$ cat src/rtl/ori_clkgen.sv
// Two-phase CPU clock and control generator for the KR580VM80A core (8224-style).
// All outputs are flops loaded from a decode of the next phase value.
module ori_clkgen #(
    parameter int PERIOD     = 9,
    parameter int F1_LEN     = 2,
    parameter int F2_LEN     = 5,
    parameter int RESET_HOLD = 3
) (
    input  logic clk_i,
    input  logic rst_i,
    input  logic cpu_sync_i,
    input  logic rdyin_i,
    input  logic resin_i,
    output logic cpu_phi1_o,
    output logic cpu_phi2_o,
    output logic cpu_f1_o,
    output logic cpu_f2_o,
    output logic cpu_ststb_o,
    output logic cpu_ready_o,
    output logic cpu_reset_o
);

    localparam int PW = (PERIOD > 1) ? $clog2(PERIOD) : 1;
    localparam int HW = $clog2(RESET_HOLD + 1);

    localparam logic [PW-1:0] PH_LAST   = PW'(PERIOD - 1);
    localparam logic [PW-1:0] PH_F2     = PW'(F1_LEN);
    localparam logic [PW-1:0] PH_GAP    = PW'(F1_LEN + F2_LEN);
    localparam logic [HW-1:0] HOLD_INIT = HW'(RESET_HOLD);

    logic [PW-1:0] ph;
    logic [PW-1:0] ph_n;
    logic [HW-1:0] hc;
    logic [HW-1:0] hc_n;
    logic          rdy_m;
    logic          rdy_s;
    logic          res_m;
    logic          res_s;

    // Next phase value and next hold count; the hold count ticks once per CPU period.
    always_comb begin
        ph_n = ph;
        hc_n = hc;
        if (ph == PH_LAST) begin
            ph_n = '0;
        end else begin
            ph_n = ph + PW'(1);
        end
        if (res_s) begin
            hc_n = HOLD_INIT;
        end else if ((ph_n == '0) && (hc != '0)) begin
            hc_n = hc - HW'(1);
        end else begin
            hc_n = hc;
        end
    end

    // Phase counter, synchronizers, hold counter and all registered outputs.
    always_ff @(posedge clk_i) begin
        if (rst_i) begin
            ph          <= PH_LAST;
            hc          <= HOLD_INIT;
            rdy_m       <= 1'b0;
            rdy_s       <= 1'b0;
            res_m       <= 1'b0;
            res_s       <= 1'b0;
            cpu_phi1_o  <= 1'b0;
            cpu_phi2_o  <= 1'b0;
            cpu_f1_o    <= 1'b0;
            cpu_f2_o    <= 1'b0;
            cpu_ststb_o <= 1'b0;
            cpu_ready_o <= 1'b0;
            cpu_reset_o <= 1'b1;
        end else begin
            ph          <= ph_n;
            hc          <= hc_n;
            rdy_m       <= rdyin_i;
            rdy_s       <= rdy_m;
            res_m       <= resin_i;
            res_s       <= res_m;
            cpu_phi1_o  <= (ph_n < PH_F2);
            cpu_phi2_o  <= (ph_n >= PH_F2) && (ph_n < PH_GAP);
            cpu_f1_o    <= (ph_n == '0);
            cpu_f2_o    <= (ph_n == PH_F2);
            cpu_ststb_o <= (ph_n == '0) & cpu_sync_i;
            if (ph_n == PH_F2) begin
                cpu_ready_o <= rdy_s;
            end else begin
                cpu_ready_o <= cpu_ready_o;
            end
            // res_m is the value res_s takes at this edge, so the output tracks the new state.
            cpu_reset_o <= res_m | (hc_n != '0);
        end
    end

endmodule
$ cat config.mk
export PLATFORM = sky130hd
export DESIGN_NAME = ori_clkgen
export DESIGN_NICKNAME = d
export VERILOG_FILES = /design/src/rtl/ori_clkgen.sv
export SDC_FILE = /design/constraint.sdc
export NUM_CORES = 1
export LEC_CHECK = 0
export BUFFER_PORTS_ARGS = -buffer_cell sky130_fd_sc_hd__buf_2
export CORE_ASPECT_RATIO = 1.1
export CORE_MARGIN = 5
export CORE_UTILIZATION = 50
export CTS_BUF_LIST = sky130_fd_sc_hd__clkbuf_2 sky130_fd_sc_hd__clkbuf_4 sky130_fd_sc_hd__clkbuf_8
export CTS_CLUSTER_SIZE = 14
export DETAILED_ROUTE_END_ITERATION = 10
export PLACE_DENSITY_LB_ADDON = 0.2
export SYNTH_ARGS = -nofsm -noshare
export SYNTH_HDL_FRONTEND = slang
export SYNTH_SLANG_ARGS = --single-unit
$ cat constraint.sdc
create_clock -name clk_i -period 1.7 [get_ports clk_i]
set_input_delay 0.255 -clock clk_i [delete_from_list [all_inputs] [get_ports clk_i]]
set_output_delay 0.255 -clock clk_i [all_outputs]
set_load 0.05 [all_outputs]
==> results.md, run 1 <==
- Yosys cell types: 23
- Power per unit of standard cell area: 1650 nW/um^2
- Number of filler instances in the final layout: 129
- Cell family with the largest share of critical-path delay: compound AO/OA/AOI/OAI gates
- Library cell used as clock root buffer: clkbuf_4
- List of cells traversed by the critical path: ha_2, or2_1, a21oi_2, o2111a_2, mux2_4
- WL/cell: 11.3 um
- Cts repair resizes: 0
- Required time reported for the critical path endpoint: 1.88 ns
- Met3 Use GR: 2.55%
- CTS buffer count: 3
- Count of mapped cells out of synthesis: 76
- Sw power: 0.577 mW
- Most instantiated flip-flop cell in the synthesis netlist: dfxtp_1
- Bufs on Longest Clock Path: 2
- Final antenna-violating net count: 0
- Internal reg-to-reg setup slack: 0.07 ns
- Worst Setup Path Type: reg -> reg
- Clock latency reported for the late side of the worst-skew pair: 0.29 ns
- Fraction of synthesis flops using an asynchronous set or reset pin: 0%
- Number of global-route vias before repair: 502
- Number of synthesized flops with an enable pin: 0
- Setup repair after global routing missed its margin: false
- Post-DP Area: 812 sq um
- Starting Density: 52.6%
- Number of endpoints failing setup at the final stage: 0
- Final estimated routing congestion in global placement: 0.806
- Sequential fraction of the synthesis area: 47.4%
- Result of the run: complete, no violations
- Internal power contribution: 0.814 mW
- Layout Skew: 0.00815 ns
- Flop and latch count out of synthesis: 17
- Worst min-delay path category: in -> reg
- Number of maximum-capacitance violations: 0
- Number of vias after detailed routing: 531
- FMAX: 615 MHz
- Critical Path Source Type: register
- Average cell area after synthesis: 9.45 sq um
- Data arrival at the endpoint of the critical path: 1.80 ns
- Leak pwr: 0.389 nW
- Setup tns final: 0 ns
- Global-route total usage across every layer: 12.4%
- Antenna violations before repair: 0
- Maximum number of pins on one net before global-route repair: 18
- Peak supply drop: 0.000890 V
- Max-slew headroom: 79.8%
- Buffers on Ports: 11
- Switching part of the total: 41.5%
- Most frequent cells after synthesis: dfxtp_1 (17), inv_1 (7), nor2b_1 (6), nor3_1 (6)
- Floorplan die area: 2300 sq um
- Diodes inserted: 0
- Hold-fix buffers at CTS: 0
- Std-Cell Core Area: 1370 sq um
- HPWL Detailed: 985 um
- Io pins: 12
- Yosys Warn Count: 0
- Layout cell share with drive strength beyond 1: 26.9%
- Number of pins exceeding their max-slew limit in the final report: 0
- Pin slew with the least headroom to its limit: 0.299 ns
- First-pass iteration count of the detailed router: 4
- Setup Buffers After CTS: 0
- Post-layout nets: 104
- Category of the worst setup path capture point: register
- Most congested layer reported by global routing: met2
- Final critical-path required period: 1.63 ns
- Vertical die dimension: 49.8 um
- Area delta synth->final: 17.2%
- Synth area leaders: dfxtp_1 (47%), ha_1 (8.7%), nor2b_1 (5.2%), mux2i_1 (4.2%), nor3_1 (4.2%)
- Largest incremental delay on the critical path: 0.36 ns
- Share of the synthesized area in the top cell type: 47.4%
- Overall overflow remaining after global route: 0
- Part of the cycle the worst path needs: 95.6%
- Power share of the clock group: 15.1%
- Syn_nets: 86
- DRC: 0
- Sequential group share of total power: 39.2%
- Post-synthesis instance area: 718 sq um
- Library cell with the highest instance count after synthesis: dfxtp_1
- Max H-tree Level: 1
- Global Route met2 Usage: 20.0%
- Global routing met1 resource utilization: 14.5%
- Final Hold Fails: 0
- Fraction of power consumed by combinational cells: 45.7%
- Sink count of the clock tree: 17
- Die boundary width: 46.1 um
- Post-Route WL: 1.24 mm
- Clock-pin slew on the worst setup and hold paths: 0.09 ns
- CTS tree: built
- Vias per std cell: 4.87
- Starting DRT DRC Count: 3
- CP max stage cell: dfxtp_1
- Yosys top cell by area: dfxtp_1
- Total power of the final layout: 1.39 mW
- Row Count: 14
- Global-route wire length before repair: 2.10 mm
- Sum of buffers and inverters on the critical path: 0
- Cell area after layout: 842 sq um
- Largest fanout on the critical path: 6
## cells by family after synthesis
group | after synthesis | share of synthesized area [%]
simple gates | 32 | 23.5
flops | 17 | 47.4
compound gates | 10 | 9.93
buf+inv | 8 | 4.18
fa+ha+maj | 5 | 8.71
mux | 4 | 6.27
## state kept, by name, indices dropped and copies added, names as in the netlist
name / cells
cpu_f1_o: 1
ph: 4
rdy_m: 1
hc: 2
cpu_ready_o: 1
cpu_phi2_o: 1
cpu_phi1_o: 1
rdy_s: 1
cpu_reset_o: 1
res_m: 1
cpu_f2_o: 1
res_s: 1
cpu_ststb_o: 1
## worst register-to-register path: cells and delay by family, from the launching register on
family          cells  cell delay (ns)
mux                 1             0.29
compound gates      2             0.42
flops               1             0.36
fa+ha+maj           1             0.21
simple gates        1             0.24
## area by class of cell
| type | count | area, sq um | share of cell area [%] |
|---|---|---|---|
| multi-input combinational | 51 | 350 | 41.6 |
| sequential | 17 | 340 | 40.4 |
| timing repair buffer | 14 | 77.6 | 9.21 |
| inverter | 7 | 26.3 | 3.12 |
| clock buffer | 3 | 22.5 | 2.67 |
| tap | 16 | 20.0 | 2.38 |
| clock inverter | 1 | 5.00 | 0.594 |
## path summary, 6_finish.rpt
path         depth (start not counted)     from           to
min                                  2  resin_i        res_m
min reg2reg                          1    rdy_m        rdy_s
max                                  5    ph[1]  cpu_reset_o
max reg2reg                          5    ph[1]  cpu_reset_o
## metal layers
layer	up-vias	share of wire, %	wire, um
li1	287	-	-
met1	233	45	550
met2	9	49	611
met3	2	4.6	57
met4	0	1.1	14
met5	-	0	0
## cells in the final DEF (no fill, tap or decap), types with 4 or more instances in the layout
master,instances
nand2_1,5
dfxtp_1,17
nor2_1,4
ha_1,4
inv_1,7
nor2b_1,6
buf_2,11
nor3_1,6
nand3_1,5
## power by group through the flow
stage	Clock, mW	Sequential (mW)	Combinational (mW)
after floorplan	0	0.697	0.323
after global placement	0	0.548	0.633
after detailed placement	0	0.553	0.639
after CTS	0.213	0.544	0.640
after global routing	0.238	0.557	0.700
final	0.210	0.545	0.636
## per-stage QoR
step | setup slack, ns | hold slack [ns] | util, % | instances
2_1_floorplan | 0.0642 | 0.327 | - | 76
3_3_place_gp | 0.0888 | 0.423 | 59.4 | 105
3_5_place_dp | 0.0563 | 0.436 | 59.4 | 105
4_1_cts | 0.0454 | 0.170 | 61.4 | 109
5_1_grt | 0.0145 | 0.179 | 61.6 | 109
6_report | 0.0747 | 0.177 | 61.6 | 109
No activity file was read; power rests on OpenSTA's default activity.
==> inputs of run 2 (changes only) <==
- ABC_AREA: default -> 1
- CORE_ASPECT_RATIO: 1.1 -> default
==> results.md, run 2 <==
- Sequential group share of total power: 38.9%
- Fraction of power consumed by combinational cells: 45.0%
- Pin slew with the least headroom to its limit: 0.252 ns
- Post-synthesis instance area: 697 sq um
- Antenna violations before repair: 0
- Buffers on Ports: 11
- Most used cells in the layout excluding fill and tap cells: dfxtp_1 (17), nand2_1 (14), nor2_1 (13)
- Final Core Density: 60.7%
- Required time reported for the critical path endpoint: 1.88 ns
- Layout Skew: 0.00324 ns
- DRC: 0
- Layout cell share with drive strength beyond 1: 27.1%
- Leading cell type in the layout, fill and taps excluded: dfxtp_1
- Largest incremental delay on the critical path: 0.37 ns
- Share of the synthesized area in the top cell type: 48.8%
- FMAX: 654 MHz
- Count of mapped cells out of synthesis: 82
- Reg with most FFs: ph
- Sink count of the clock tree: 17
- Setup WS post-layout: 0.171 ns
- Critical Path Source Type: register
- Starting Density: 52.9%
- CP max stage cell: dfxtp_1
- Number of global-route vias before repair: 504
- Worst min-delay path category: in -> reg
- Syn_nets: 92
- Fraction of synthesis flops using an asynchronous set or reset pin: 0%
- Part of the cycle the worst path needs: 89.9%
- Yosys Warn Count: 0
- Yosys cell types: 20
- List of cells traversed by the critical path: inv_2, ha_1, nand3_2, a21oi_2, nand4_2, nand2_1, nand2_1, nor2_1, nand3_1
- CTS buffer count: 3
- Vertical die dimension: 47.3 um
- Cell with the most instances on the worst path: nand2_1
- Synth area leaders: dfxtp_1 (49%), ha_1 (9.0%), nand2_1 (7.5%), nor2_1 (7.5%), inv_1 (7.0%)
- Most instantiated flip-flop cell in the synthesis netlist: dfxtp_1
- Die boundary width: 47.3 um
- Max reg flops: 4
- Final antenna-violating net count: 0
- Library cell used as clock root buffer: clkbuf_4
- Cts repair resizes: 0
- Final critical-path required period: 1.53 ns
- Setup Buffers After CTS: 0
- Result of the run: complete, no violations
- Yosys top cell by area: dfxtp_1
- Post-Route WL: 1.14 mm
- Power per unit of standard cell area: 1790 nW/um^2
- Most frequent cells after synthesis: dfxtp_1 (17), nand2_1 (14), nor2_1 (14)
- Global-route wire length before repair: 2.01 mm
- Diodes inserted: 0
- Internal power contribution: 0.795 mW
- Io pins: 12
- Category of the worst setup path capture point: register
- Leak pwr: 0.416 nW
- Post-layout nets: 107
- Row Count: 13
- Starting DRT DRC Count: 6
- Number of vias after detailed routing: 530
- Number of endpoints failing setup at the final stage: 0
- Clock latency reported for the late side of the worst-skew pair: 0.29 ns
- Final estimated routing congestion in global placement: 0.772
- Library cell with the highest instance count after synthesis: dfxtp_1
- First-pass iteration count of the detailed router: 2
- Hold-fix buffers at CTS: 0
- Clock-pin slew on the worst setup and hold paths: 0.09 ns
- Number of maximum-capacitance violations: 0
- Bufs on Longest Clock Path: 2
- Total power of the final layout: 1.43 mW
- Pre-CTS setup slack: 0.126 ns
- Max-slew headroom: 83.3%
- Average cell area after synthesis: 8.50 sq um
- Power share of the clock group: 16.0%
- Overall overflow remaining after global route: 0
- Max H-tree Level: 1
- Std-Cell Core Area: 1320 sq um
- Sequential fraction of the synthesis area: 48.8%
- Global-route total usage across every layer: 13.3%
- Sw power: 0.633 mW
- Vias per std cell: 4.77
- Final hold slack: 0.158 ns
- Worst Setup Path Type: reg -> reg
- Peak supply drop: 0.000836 V
- Final Hold Fails: 0
- Switching part of the total: 44.3%
- WL/cell: 10.2 um
- Data arrival at the endpoint of the critical path: 1.71 ns
- Number of synthesized flops with an enable pin: 0
- Maximum number of pins on one net before global-route repair: 15
- Top Registers: ph: 4 flops, hc: 2 flops
- Largest fanout on the critical path: 5
- CTS tree: built
- HPWL Detailed: 874 um
- Area delta synth->final: 14.7%
- Floorplan die area: 2240 sq um
- Number of pins exceeding their max-slew limit in the final report: 0
- Flop and latch count out of synthesis: 17
-- run 2: power groups by stage --
| stage | clock network [mW] | logic [mW] | registers (mW) |
|---|---|---|---|
| global placement | 0 | 0.633 | 0.561 |
| floorplan | 0 | 0.352 | 0.723 |
| detailed placement | 0 | 0.638 | 0.565 |
| finish | 0.229 | 0.643 | 0.556 |
| global route | 0.255 | 0.723 | 0.571 |
| CTS | 0.236 | 0.641 | 0.556 |
-- run 2: layout make-up --
| cell class | instances | area, sq um |
|---|---|---|
| Tap cell | 15 | 18.8 |
| Multi-Input combinational cell | 49 | 299 |
| Sequential cell | 17 | 340 |
| Inverter | 15 | 56.3 |
| Clock buffer | 4 | 30.0 |
| Fill cell | 130 | 518 |
| Timing Repair Buffer | 11 | 55.1 |
-- run 2: routing by layer --
layer / global-route usage (%) / share of wire [%]
met4: 9.94 / 3.3
met1: 16.9 / 48
met2: 18.4 / 42
met3: 4.21 / 6.1
met5: 0 / 0
-- run 2: through the flow --
step	TNS, ns	instance area, sq um	cells
floorplan	0	697	82
global placement	0	767	107
detailed placement	0	767	107
CTS	0	797	111
global route	-0.00735	800	111
finish	0	800	111
-- run 2: worst max-delay path, delay by kind of cell (launching register included) --
family / cells / cell delay [ns]
simple gates: 6 / 0.61
flops: 1 / 0.37
fa+ha+maj: 1 / 0.19
compound gates: 1 / 0.17
buf+inv: 1 / 0.10
-- run 2: cells by family after synthesis --
family	after synthesis	share of synthesized area, %
compound gates	4	4.31
fa+ha+maj	5	8.98
buf+inv	16	8.62
flops	17	48.8
simple gates	40	29.3
-- run 2: path summary, 6_finish.rpt --
| kind | startpoint | end | slack (ns) | cells after the start |
|---|---|---|---|---|
| min | resin_i | res_m | 0.16 | 3 |
| max reg2reg | ph[0] | cpu_reset_o | 0.17 | 9 |
| max | ph[0] | cpu_reset_o | 0.17 | 9 |
| min reg2reg | rdy_m | rdy_s | 0.41 | 2 |
